--- config.mk ---
export PLATFORM = sky130hd
export DESIGN_NAME = bcd_to_min_bin
export DESIGN_NICKNAME = d
export VERILOG_FILES = /design/src/rtl/bcd_to_min_bin.sv
export SDC_FILE = /design/constraint.sdc
export NUM_CORES = 1
export LEC_CHECK = 0
export ABC_AREA = 1
export CELL_PAD_IN_SITES_DETAIL_PLACEMENT = 0
export CELL_PAD_IN_SITES_GLOBAL_PLACEMENT = 1
export CORE_MARGIN = 2
export CORE_UTILIZATION = 39
export CTS_CLUSTER_DIAMETER = 120
export DETAILED_ROUTE_END_ITERATION = 8
export GPL_TIMING_DRIVEN = 0
export PLACE_DENSITY_LB_ADDON = 0.1
export SYNTH_ARGS = -nofsm -noshare
export SYNTH_HDL_FRONTEND = slang
export SYNTH_SLANG_ARGS = --single-unit
--- constraint.sdc ---
create_clock -name clk -period 2.8 [get_ports clk]
set_input_delay 0.56 -clock clk [delete_from_list [all_inputs] [get_ports clk]]
set_output_delay 0.56 -clock clk [all_outputs]
set_load 0.05 [all_outputs]
--- src/rtl/bcd_to_min_bin.sv ---
// bcd_to_min_bin: sequential BCD-to-binary minute encoder, the reverse path of
// the minute decoder. It takes one BCD minute byte (01..MAX_BCD) from the RTC
// read sequencer and returns the 6-bit index (value - OFFSET) through an
// iterative reverse double-dabble. Both sides use a valid/ready handshake.
//
// Optional feature: define BCD_TO_MIN_BIN_ERRCNT_EN to build a saturating
// counter of rejected inputs on err_count. When it is not defined, the port
// reads 8'h00 and no counter is built.
//
// state  | meaning
// -------+-----------------------------------------------------------
// IDLE   | waiting for an input transfer (in_ready = en)
// CHECK  | range/format check of the captured byte
// CONV   | 7 shift/correct iterations of reverse double-dabble
// FIN    | apply OFFSET, load bin_out
// DONE   | present result; out_valid rises one cycle after entry

module bcd_to_min_bin #(
  parameter logic [7:0] MAX_BCD = 8'h59,
  parameter int         OFFSET  = 1
) (
  input  logic       clk,
  input  logic       reset,
  input  logic       en,
  input  logic [7:0] bcd_in,
  input  logic       in_valid,
  output logic       in_ready,
  output logic [5:0] bin_out,
  output logic       err,
  output logic       out_valid,
  input  logic       out_ready,
  output logic [7:0] err_count
);

  typedef enum logic [2:0] {
    S_IDLE  = 3'd0,
    S_CHECK = 3'd1,
    S_CONV  = 3'd2,
    S_FIN   = 3'd3,
    S_DONE  = 3'd4
  } state_t;

  state_t      r_state;
  state_t      w_next;

  // {bcd[7:0], bin[6:0]}; the BCD digits drain into the binary field.
  logic [14:0] r_sr;
  logic [2:0]  r_cnt;
  logic [5:0]  r_bin;
  logic        r_err;
  logic        r_out_valid;

  logic        w_in_xfer;
  logic        w_out_xfer;
  logic        w_invalid;
  logic [7:0]  w_bcd;
  logic [14:0] w_shr;
  logic [14:0] w_step;
  logic [5:0]  w_fin;

  assign in_ready   = (r_state == S_IDLE) && en && !reset;
  assign w_in_xfer  = in_valid && in_ready;
  assign w_out_xfer = r_out_valid && out_ready;

  assign bin_out   = r_bin;
  assign err       = r_err;
  assign out_valid = r_out_valid;

  assign w_bcd     = r_sr[14:7];
  assign w_invalid = (w_bcd[7:4] > 4'd9) || (w_bcd[3:0] > 4'd9) ||
                     (w_bcd == 8'h00) || (w_bcd > MAX_BCD);

  // Low 6 bits of (bin - OFFSET); identical to a 7-bit subtract truncated.
  assign w_fin = r_sr[5:0] - 6'(OFFSET);

  assign w_shr = {1'b0, r_sr[14:1]};

  // One reverse double-dabble step: shift right, then pull 3 from any BCD
  // nibble that reached 8 so it stays a valid decimal digit after halving.
  always_comb begin
    w_step = w_shr;
    if (w_shr[14:11] >= 4'd8) w_step[14:11] = w_shr[14:11] - 4'd3;
    if (w_shr[10:7]  >= 4'd8) w_step[10:7]  = w_shr[10:7]  - 4'd3;
  end

  // State register.
  always_ff @(posedge clk) begin
    if (reset) r_state <= S_IDLE;
    else       r_state <= w_next;
  end

  // Next-state decode.
  always_comb begin
    w_next = r_state;
    case (r_state)
      S_IDLE:  if (w_in_xfer) w_next = S_CHECK;
      S_CHECK: w_next = w_invalid ? S_DONE : S_CONV;
      S_CONV:  if (r_cnt == 3'd6) w_next = S_FIN;
      S_FIN:   w_next = S_DONE;
      S_DONE:  if (w_out_xfer) w_next = S_IDLE;
      default: w_next = S_IDLE;
    endcase
  end

  // Datapath: capture, iterate, finalise and hold the result until accepted.
  always_ff @(posedge clk) begin
    if (reset) begin
      r_sr        <= '0;
      r_cnt       <= '0;
      r_bin       <= '0;
      r_err       <= 1'b0;
      r_out_valid <= 1'b0;
    end else begin
      case (r_state)
        S_IDLE: begin
          if (w_in_xfer) r_sr <= {bcd_in, 7'd0};
        end
        S_CHECK: begin
          r_cnt <= '0;
          if (w_invalid) begin
            r_err <= 1'b1;
            r_bin <= '0;
          end
        end
        S_CONV: begin
          r_sr  <= w_step;
          r_cnt <= r_cnt + 3'd1;
        end
        S_FIN: begin
          r_bin <= w_fin;
          r_err <= 1'b0;
        end
        S_DONE: begin
          if (!r_out_valid)   r_out_valid <= 1'b1;
          else if (out_ready) r_out_valid <= 1'b0;
        end
        default: ;
      endcase
    end
  end

`ifdef BCD_TO_MIN_BIN_ERRCNT_EN
  logic [7:0] r_err_count;

  // Count accepted error results, saturating at 8'hFF.
  always_ff @(posedge clk) begin
    if (reset)
      r_err_count <= '0;
    else if (w_out_xfer && r_err && (r_err_count != 8'hFF))
      r_err_count <= r_err_count + 8'd1;
  end

  assign err_count = r_err_count;
`else
  assign err_count = 8'h00;
`endif

endmodule

# Word level (Yosys, flattened, before mapping)
# Cells that the tools add are included.
# word_totals
register_bits	29
output_inout_bits	17
elab_cells	56
# op_classes
n_addsub	4
magnitude_cmp	5
n_eq_ne	9
muxes	16
reduce_logical	16
# op_table
cell	count
$pmux W15 S2	1
$mux W15	1
$pmux W3 S5	1
$mux W3	4
$pmux W6 S2	1
$gt A4 B4 Y1 const B	2
$gt A8 B7 Y1 const B	1
$logic_not A8 Y1	1
$mux W4	2
$ne A2 B2 Y1 const B	4
$eq A3 B2 Y1 const B	2
$eq A3 B3 Y1 const B	2
$mux W6	1
$pmux W3 S2	1
$reduce_bool A2 Y1	3
$sub A6 B1 Y6 const B	1
$ge A3 B4 Y1 const B	1
$ge A4 B4 Y1 const B	1
$logic_and A1 B1 Y1	4
$reduce_and A2 Y1	2
$sub A3 B2 Y4 const B	1
$sub A4 B2 Y4 const B	1
$add A3 B1 Y3 const B	1
$eq A3 B1 Y1 const B	1
other kinds (6)	10

# Longest topological paths before layout
# Gate-level depths: netlist (run 1).
# depth
ltp_word	6
ltp_mapped	9
ltp_nobuf	9

# Worst setup path after synthesis (run 1)
# OpenSTA, ideal clock, no wires.
# synth_path
kind	register to output
start	register r_state[2]
end	output port in_ready
arrival_time_ps	1304
path_slack_ps	936
stages_incl_launch_ff	6
path_cell_list	dfxtp_1 > inv_2 > nand2_2 > nor2_4 > nand2_1 > nor2_1
# synth_via
elab_chain_cells	3
# synth_rtl
element	line	rtl
start: declaration	43	state_t r_state;
start signal: assignment	89	else r_state <= w_next;
$logic_not A3 Y1	61	assign in_ready = (r_state == S_IDLE) && en && !reset;
$logic_and A1 B1 Y1 (2 in a row)	61	
end: declaration	27	output logic in_ready,
# No other way between the ends.

# Worst setup path after layout (run 1)
# layout_path
start	input port en
end	output port in_ready
# layout_via
elab_chain_cells	2
# layout_rtl
element	line	rtl
start: declaration	24	input logic en,
$logic_and A1 B1 Y1 (2 in a row)	61	
# No other way between the ends.

==> impl_metrics.tcl, run 1 <==
set metrics [dict create \
    status "completed" \
    power.internal_mw 0.8318 \
    seq_area_um2 580.6 \
    syn_area_um2 1577 \
    arrival_ps 2160 \
    wl_per_cell_um 10.77 \
    post_cts_resized 0 \
    cts-root-buf "clkbuf_8" \
    top_layer "met4" \
    wl_met3_um 113 \
    tightest_slew_ps 531.0 \
    hold_ws_ps 455.8 \
    netSwitchingPower_mw 0.5773 \
    slew_violations 0 \
    crit_buf_inv 2 \
    power_leakage_nw 0.8403 \
    dr.pass1.iters 4 \
    stdcell_count 308 \
    rsz0062_at_grt "no" \
    timing.critical_path.mode_cell "clkdlybuf4s50_1" \
    cp_slowest_stage_delay_ps 820 \
    routed_wl_mm 3.317 \
    synthArstFlopShare_pct 0 \
    synth_seq_area_share_pct 36.83 \
    synth_flop_cell "dfxtp_1" \
    cts_buffers 5 \
    dpl.cell_count 300 \
    critPathTopFamily "buffers and inverters" \
    worst_ir_drop_vdd_mv 0.3234 \
    dieArea_um2 4567 \
    drtIter0Drc 55 \
    p_comb_share_pct 37.7 \
    drv_cap 0 \
    finClkSkew_ps 2.653 \
    place_area_um2 1876 \
    cp_max_fo 2 \
    syn_inst 222 \
    num_antenna_cells 0 \
    hold_class "reg -> reg" \
    grt_pass1_vias 1280 \
    cts_max_level 2 \
    finalWorstPathRequiredPeriod_ps 2724 \
    drc 0 \
    nets 275 \
    slew_headroom_pct 64.60 \
    synth-seq-cells 29 \
    io_pins 30 \
    ant_nets 0 \
    tns_ps 0 \
    fmax_mhz 367.2 \
    synth.avg_cell_area_um2 7.101 \
    core_um2 3943 \
    die_x_um 67.58 \
    dp_hpwl_mm 2.436 \
    num-fill-cells 420 \
    grt_overflow 0 \
    power_density_nw_per_um2 718.3 \
    area_growth_pct 24.44 \
    worstSetupStartpointType "input pin" \
    hold_violations 0 \
    stdcell_area_um2 1962 \
    synth_cell_types 30 \
    critPathRequiredTime_ps 2240 \
    die_h_um 67.58 \
    power.share.sequential_pct 38.0 \
    synth_edf_count 0 \
    setup_violations 0 \
    floorplan.initialDensity_pct 39.99 \
    antenna_found_initial 0 \
    gp_congestion 0.7826 \
    ys_warn_count 0 \
    dr_wl_met2_mm 1.456 \
    post-route-period-util_pct 97.27 \
    cts_sinks 29 \
    crit_type "in -> out" \
    clkPwrFrac_pct 24.3 \
    grt_pass1_wl_mm 5.526 \
    io_buffers 21 \
    power_mw 1.409 \
    rows 23 \
    switching_share_pct 40.97 \
    end_kind "output port" \
    cts_setup_buffers 0 \
    cp_cell_sequence "clkdlybuf4s50_1, nand2_1, nor2_1, clkdlybuf4s50_1" \
    critPathSlowestCell "clkdlybuf4s50_1" \
    cts_tree "done" \
    cts.clk_slew.worst_paths_ps 70 \
    multi_input_area_um2 805.8 \
    vias_per_cell 4.455 \
    grt_use_total_pct 16.46 \
    drive_gt1_share_pct 15.89 \
    vias 1372 \
    rrSetupSlack_ps 1460 \
    postCtsHoldBufs 0 \
    wl_met1_mm 1.697 \
    cts_buffer_depth 2 \
    grt_max_degree 11 \
    clock_latency_ps 280 \
]
## cells by family (layout without fill, tap and decap cells)
| group | after synthesis | after routing | synth area share [%] |
|---|---|---|---|
| simple gates | 105 | 105 | 30.87 |
| buf+inv | 41 | 70 | 13.73 |
| compound gates | 39 | 39 | 13.25 |
| flops | 29 | 29 | 36.83 |
| fa+ha+maj | 5 | 5 | 3.968 |
| xor+xnor | 2 | 2 | 1.111 |
| other cells | 1 | 8 | 0.2379 |
## metal layers
metal  global-route usage [%]  up-vias
li1                         -      761
met1                    21.10      588
met2                    25.49       18
met3                    4.000        5
met4                    8.418        0
met5                        0        -
## synthesized netlist by cell type (2+ instances only)
cell	number	area share [%]
o21ai_0	6	1.9
nor3_1	2	0.63
buf_4	8	3.8
inv_2	6	1.4
nand4_1	2	0.79
nor2_2	2	0.79
nand2_4	2	1.4
dfxtp_1	29	37
nand3_1	19	6.0
or2_2	2	0.79
a21oi_1	19	6.0
ha_1	5	4.0
nand2_1	45	11
nand2_2	2	0.79
nor2_1	26	6.2
buf_6	4	2.9
o21ai_1	11	3.5
inv_1	20	4.8
## worst paths after layout
kind,endpoint,start,cells after the start
min reg2reg,r_cnt[2],r_cnt[2],1
min,r_cnt[2],r_cnt[2],1
max reg2reg,bin_out[2],r_state[0],5
max,in_ready,en,4
## through the flow
stage | util, % | setup WS [ps]
6_report | 49.76 | 76.33
5_1_grt | 49.76 | 46.05
4_1_cts | 49.76 | 77.74
3_5_place_dp | 47.57 | 95.33
3_3_place_gp | 47.57 | 100.7
2_1_floorplan | - | 935.7
## power by group through the flow
stage          clock network [mW]  logic (mW)  registers, mW
3_3_place_gp                    0       0.533          0.546
2_1_floorplan                   0       0.377          0.572
6_report                    0.342       0.531          0.536
3_5_place_dp                    0       0.536          0.545
5_1_grt                     0.369       0.592          0.548
4_1_cts                     0.356       0.539          0.536
## cells in the final DEF (no fill, tap or decap), types with 2 or more instances in the layout
master,netlist,routed
clkdlybuf4s50_1,0,21
o21ai_0,6,6
ha_1,5,5
inv_2,6,6
nor2_1,26,26
clkbuf_8,0,5
o21ai_1,11,11
nand2_1,45,45
inv_1,20,20
or2_2,2,2
dfxtp_1,29,29
nand2_2,2,2
nor3_1,2,2
buf_4,8,8
nor2_2,2,2
a21oi_1,19,19
nand4_1,2,2
buf_6,4,4
nand2_4,2,2
nand3_1,19,19
clkinv_2,0,2
conb_1,1,8
## layout make-up
type | instances | area share [%]
tap | 50 | 3.189
inverter | 26 | 4.974
clock buffer | 5 | 3.508
timing repair buffer | 21 | 10.71
clock inverter | 3 | 0.8929
sequential | 29 | 29.59
multi-input combinational | 159 | 41.07
buffer | 15 | 6.059
## flip-flops by register name, summed over array words and instances (netlist names)
register   count
bin_out        6
err            1
out_valid      1
r_cnt          3
r_sr          15
r_state        3
## worst register-to-register path, delay by kind of cell, from the launching register on
family / cells / cell delay [ps]
AND/OR/NAND/NOR: 3 / 680
flip-flops: 1 / 420
buffers and inverters: 1 / 60
AO/OA/AOI/OAI: 1 / 60
Power figures use the tool's default switching activity.
==> run 2: changes to the inputs <==
Settings changed: CTS_CLUSTER_DIAMETER 120 to 100.
==> results of run 2 <==
No change in the layout: final DEF, timing and power equal those of run 1.
==> run 3: changes to the inputs <==
Settings changed: CELL_PAD_IN_SITES_DETAIL_PLACEMENT 0 to unset, CELL_PAD_IN_SITES_GLOBAL_PLACEMENT 1 to unset, CORE_UTILIZATION 39 to 43, PLACE_DENSITY set to 0.67, PLACE_DENSITY_LB_ADDON 0.1 to unset, REMOVE_ABC_BUFFERS set to 1.
==> run 3 against run 2 <==
Clock skew increased by 8.3 ps. First-iteration DRC count grew 45%. Hold slack better by 9.4 ps. Critical path depth unchanged. Fmax rose by 2.1%. Register-to-register slack got worse by 30 ps. Final area shrank 8.2%. Sequential power hardly changed. Critical path type unchanged.
==> impl_metrics.tcl, run 3 (synthesis results as in run 1) <==
set metrics [dict create \
    rrSetupSlack_ps 1430 \
    cts_max_level 2 \
    dp_hpwl_mm 2.069 \
    grt_pass1_wl_mm 5.257 \
    grt_use_total_pct 16.23 \
    gp_congestion 0.8421 \
    clock_latency_ps 330 \
    slew_violations 0 \
    cts_buffers 5 \
    cts_sinks 29 \
    post_cts_resized 1 \
    endpoint "in_ready" \
    power_leakage_nw 0.7506 \
    power.internal_mw 0.7293 \
    grt_pass1_vias 1229 \
    drc 0 \
    wl_per_cell_um 10.34 \
    power_density_nw_per_um2 709.4 \
    cts_buffer_depth 2 \
    vias 1364 \
    num_antenna_cells 0 \
    mostFrequentLayoutCells "nand2_1, dfxtp_1, nor2_1" \
    setup_violations 0 \
    antenna_found_initial 0 \
    die_x_um 64.55 \
    crit_type "in -> out" \
    critPathLaunch "en" \
    io_pins 30 \
    core_um2 3416 \
    routed_wl_mm 2.989 \
    reg2reg_from "r_state[2]" \
    grt_overflow 0 \
    netSwitchingPower_mw 0.5488 \
    status "completed" \
    rsz0062_at_grt "no" \
    drtIter0Drc 80 \
    dr.pass1.iters 4 \
    p_comb_share_pct 38.8 \
    worst_ir_drop_vdd_mv 0.3527 \
    power.share.sequential_pct 41.8 \
    finalWorstPathRequiredPeriod_ps 2667 \
    nets 260 \
    multi_input_area_um2 805.8 \
    cts_setup_buffers 0 \
    clkPwrFrac_pct 19.4 \
    fmax_mhz 374.9 \
    post-route-period-util_pct 95.26 \
    postCtsHoldBufs 0 \
    seq_area_um2 580.6 \
    cp_max_fo 2 \
    critPathRequiredTime_ps 2240 \
    hold_ws_ps 465.3 \
    worstSetupStartpointType "input pin" \
    die_h_um 64.55 \
    largest_register "r_sr" \
    worstRegToRegCells 7 \
    dieArea_um2 4167 \
    finalWorstSetupSlack_ps 132.6 \
    drv_cap 0 \
    rows 21 \
    area_growth_pct 14.29 \
    num-fill-cells 351 \
    cts-root-buf "clkbuf_4" \
    io_buffers 21 \
    hold_violations 0 \
    vias_per_cell 4.720 \
    cts_tree "done" \
    switching_share_pct 42.94 \
    cts.clk_slew.worst_paths_ps 90 \
    finClkSkew_ps 10.94 \
    r2r-end "r_sr[9]" \
    floorplan.initialDensity_pct 46.15 \
    largest_reg_flops 15 \
    ant_nets 0 \
    final_common_cell "nand2_1" \
    place_ws_ps -285.6 \
    end_kind "output port" \
    arrival_ps 2110 \
    drive_gt1_share_pct 11.52 \
    grt_max_degree 26 \
    hold_class "reg -> reg" \
]
-- run 3: changes by cell type in the layout (fill, tap and decap cells not counted) --
cell             delta
clkbuf_4            +5
buf_6               -4
buf_4               -8
clkbuf_1            -1
clkdlybuf4s50_1     -1
buf_2               -1
clkbuf_8            -5
-- run 3: per-stage QoR --
step / utilization, % / setup TNS [ps] / total power, mW / instance area, um2 / instances
after global placement: 51.28 / -282.1 / 1.036 / 1752 / 281
after floorplan: - / 0 / 0.9180 / 1484 / 214
after detailed placement: 51.28 / -285.6 / 1.043 / 1752 / 281
final: 52.75 / 0 / 1.278 / 1802 / 289
after global routing: 52.75 / 0 / 1.378 / 1802 / 289
after CTS: 52.86 / 0 / 1.296 / 1805 / 289
-- run 3: worst min-delay path by stage --
stage                         from        to  slack (ps)  cells after the start
after detailed placement  r_cnt[2]  r_cnt[2]         440                      1
final                     r_cnt[2]  r_cnt[2]         470                      1
after global placement    r_cnt[2]  r_cnt[2]         440                      1
after CTS                 r_cnt[2]  r_cnt[2]         460                      1
after global routing      r_cnt[2]  r_cnt[2]         480                      1
after floorplan           r_cnt[2]  r_cnt[2]         420                      1
-- run 3: routing by layer --
| metal | track usage [%] | part of all wire (%) | vias to the layer above |
|---|---|---|---|
| met4 | 7.979 | 1.2 | 0 |
| li1 | - | - | 742 |
| met3 | 4.514 | 5.1 | 4 |
| met1 | 19.65 | 49 | 585 |
| met5 | 0 | 0 | - |
| met2 | 26.43 | 44 | 33 |
-- run 3: worst max-delay path, cell delays in order --
cell,delay (ps)
clkdlybuf4s50_1,530
nand2_1,70
nor2_1,130
clkdlybuf4s50_1,820
-- run 3: area by class of cell --
class	count	area share [%]
multi-input cells	159	44.72
flip-flops and latches	29	32.22
repair buffers	21	11.39
inverters	26	5.417
well taps	46	3.194
clock buffers	5	2.083
clock inverters	3	0.9722
-- run 3: power groups by stage --
stage	combinational, mW	sequential, mW	clock, mW
final	0.496	0.534	0.248
after global routing	0.556	0.545	0.277
after CTS	0.502	0.535	0.259
after detailed placement	0.499	0.544	0
after global placement	0.494	0.542	0
after floorplan	0.346	0.572	0
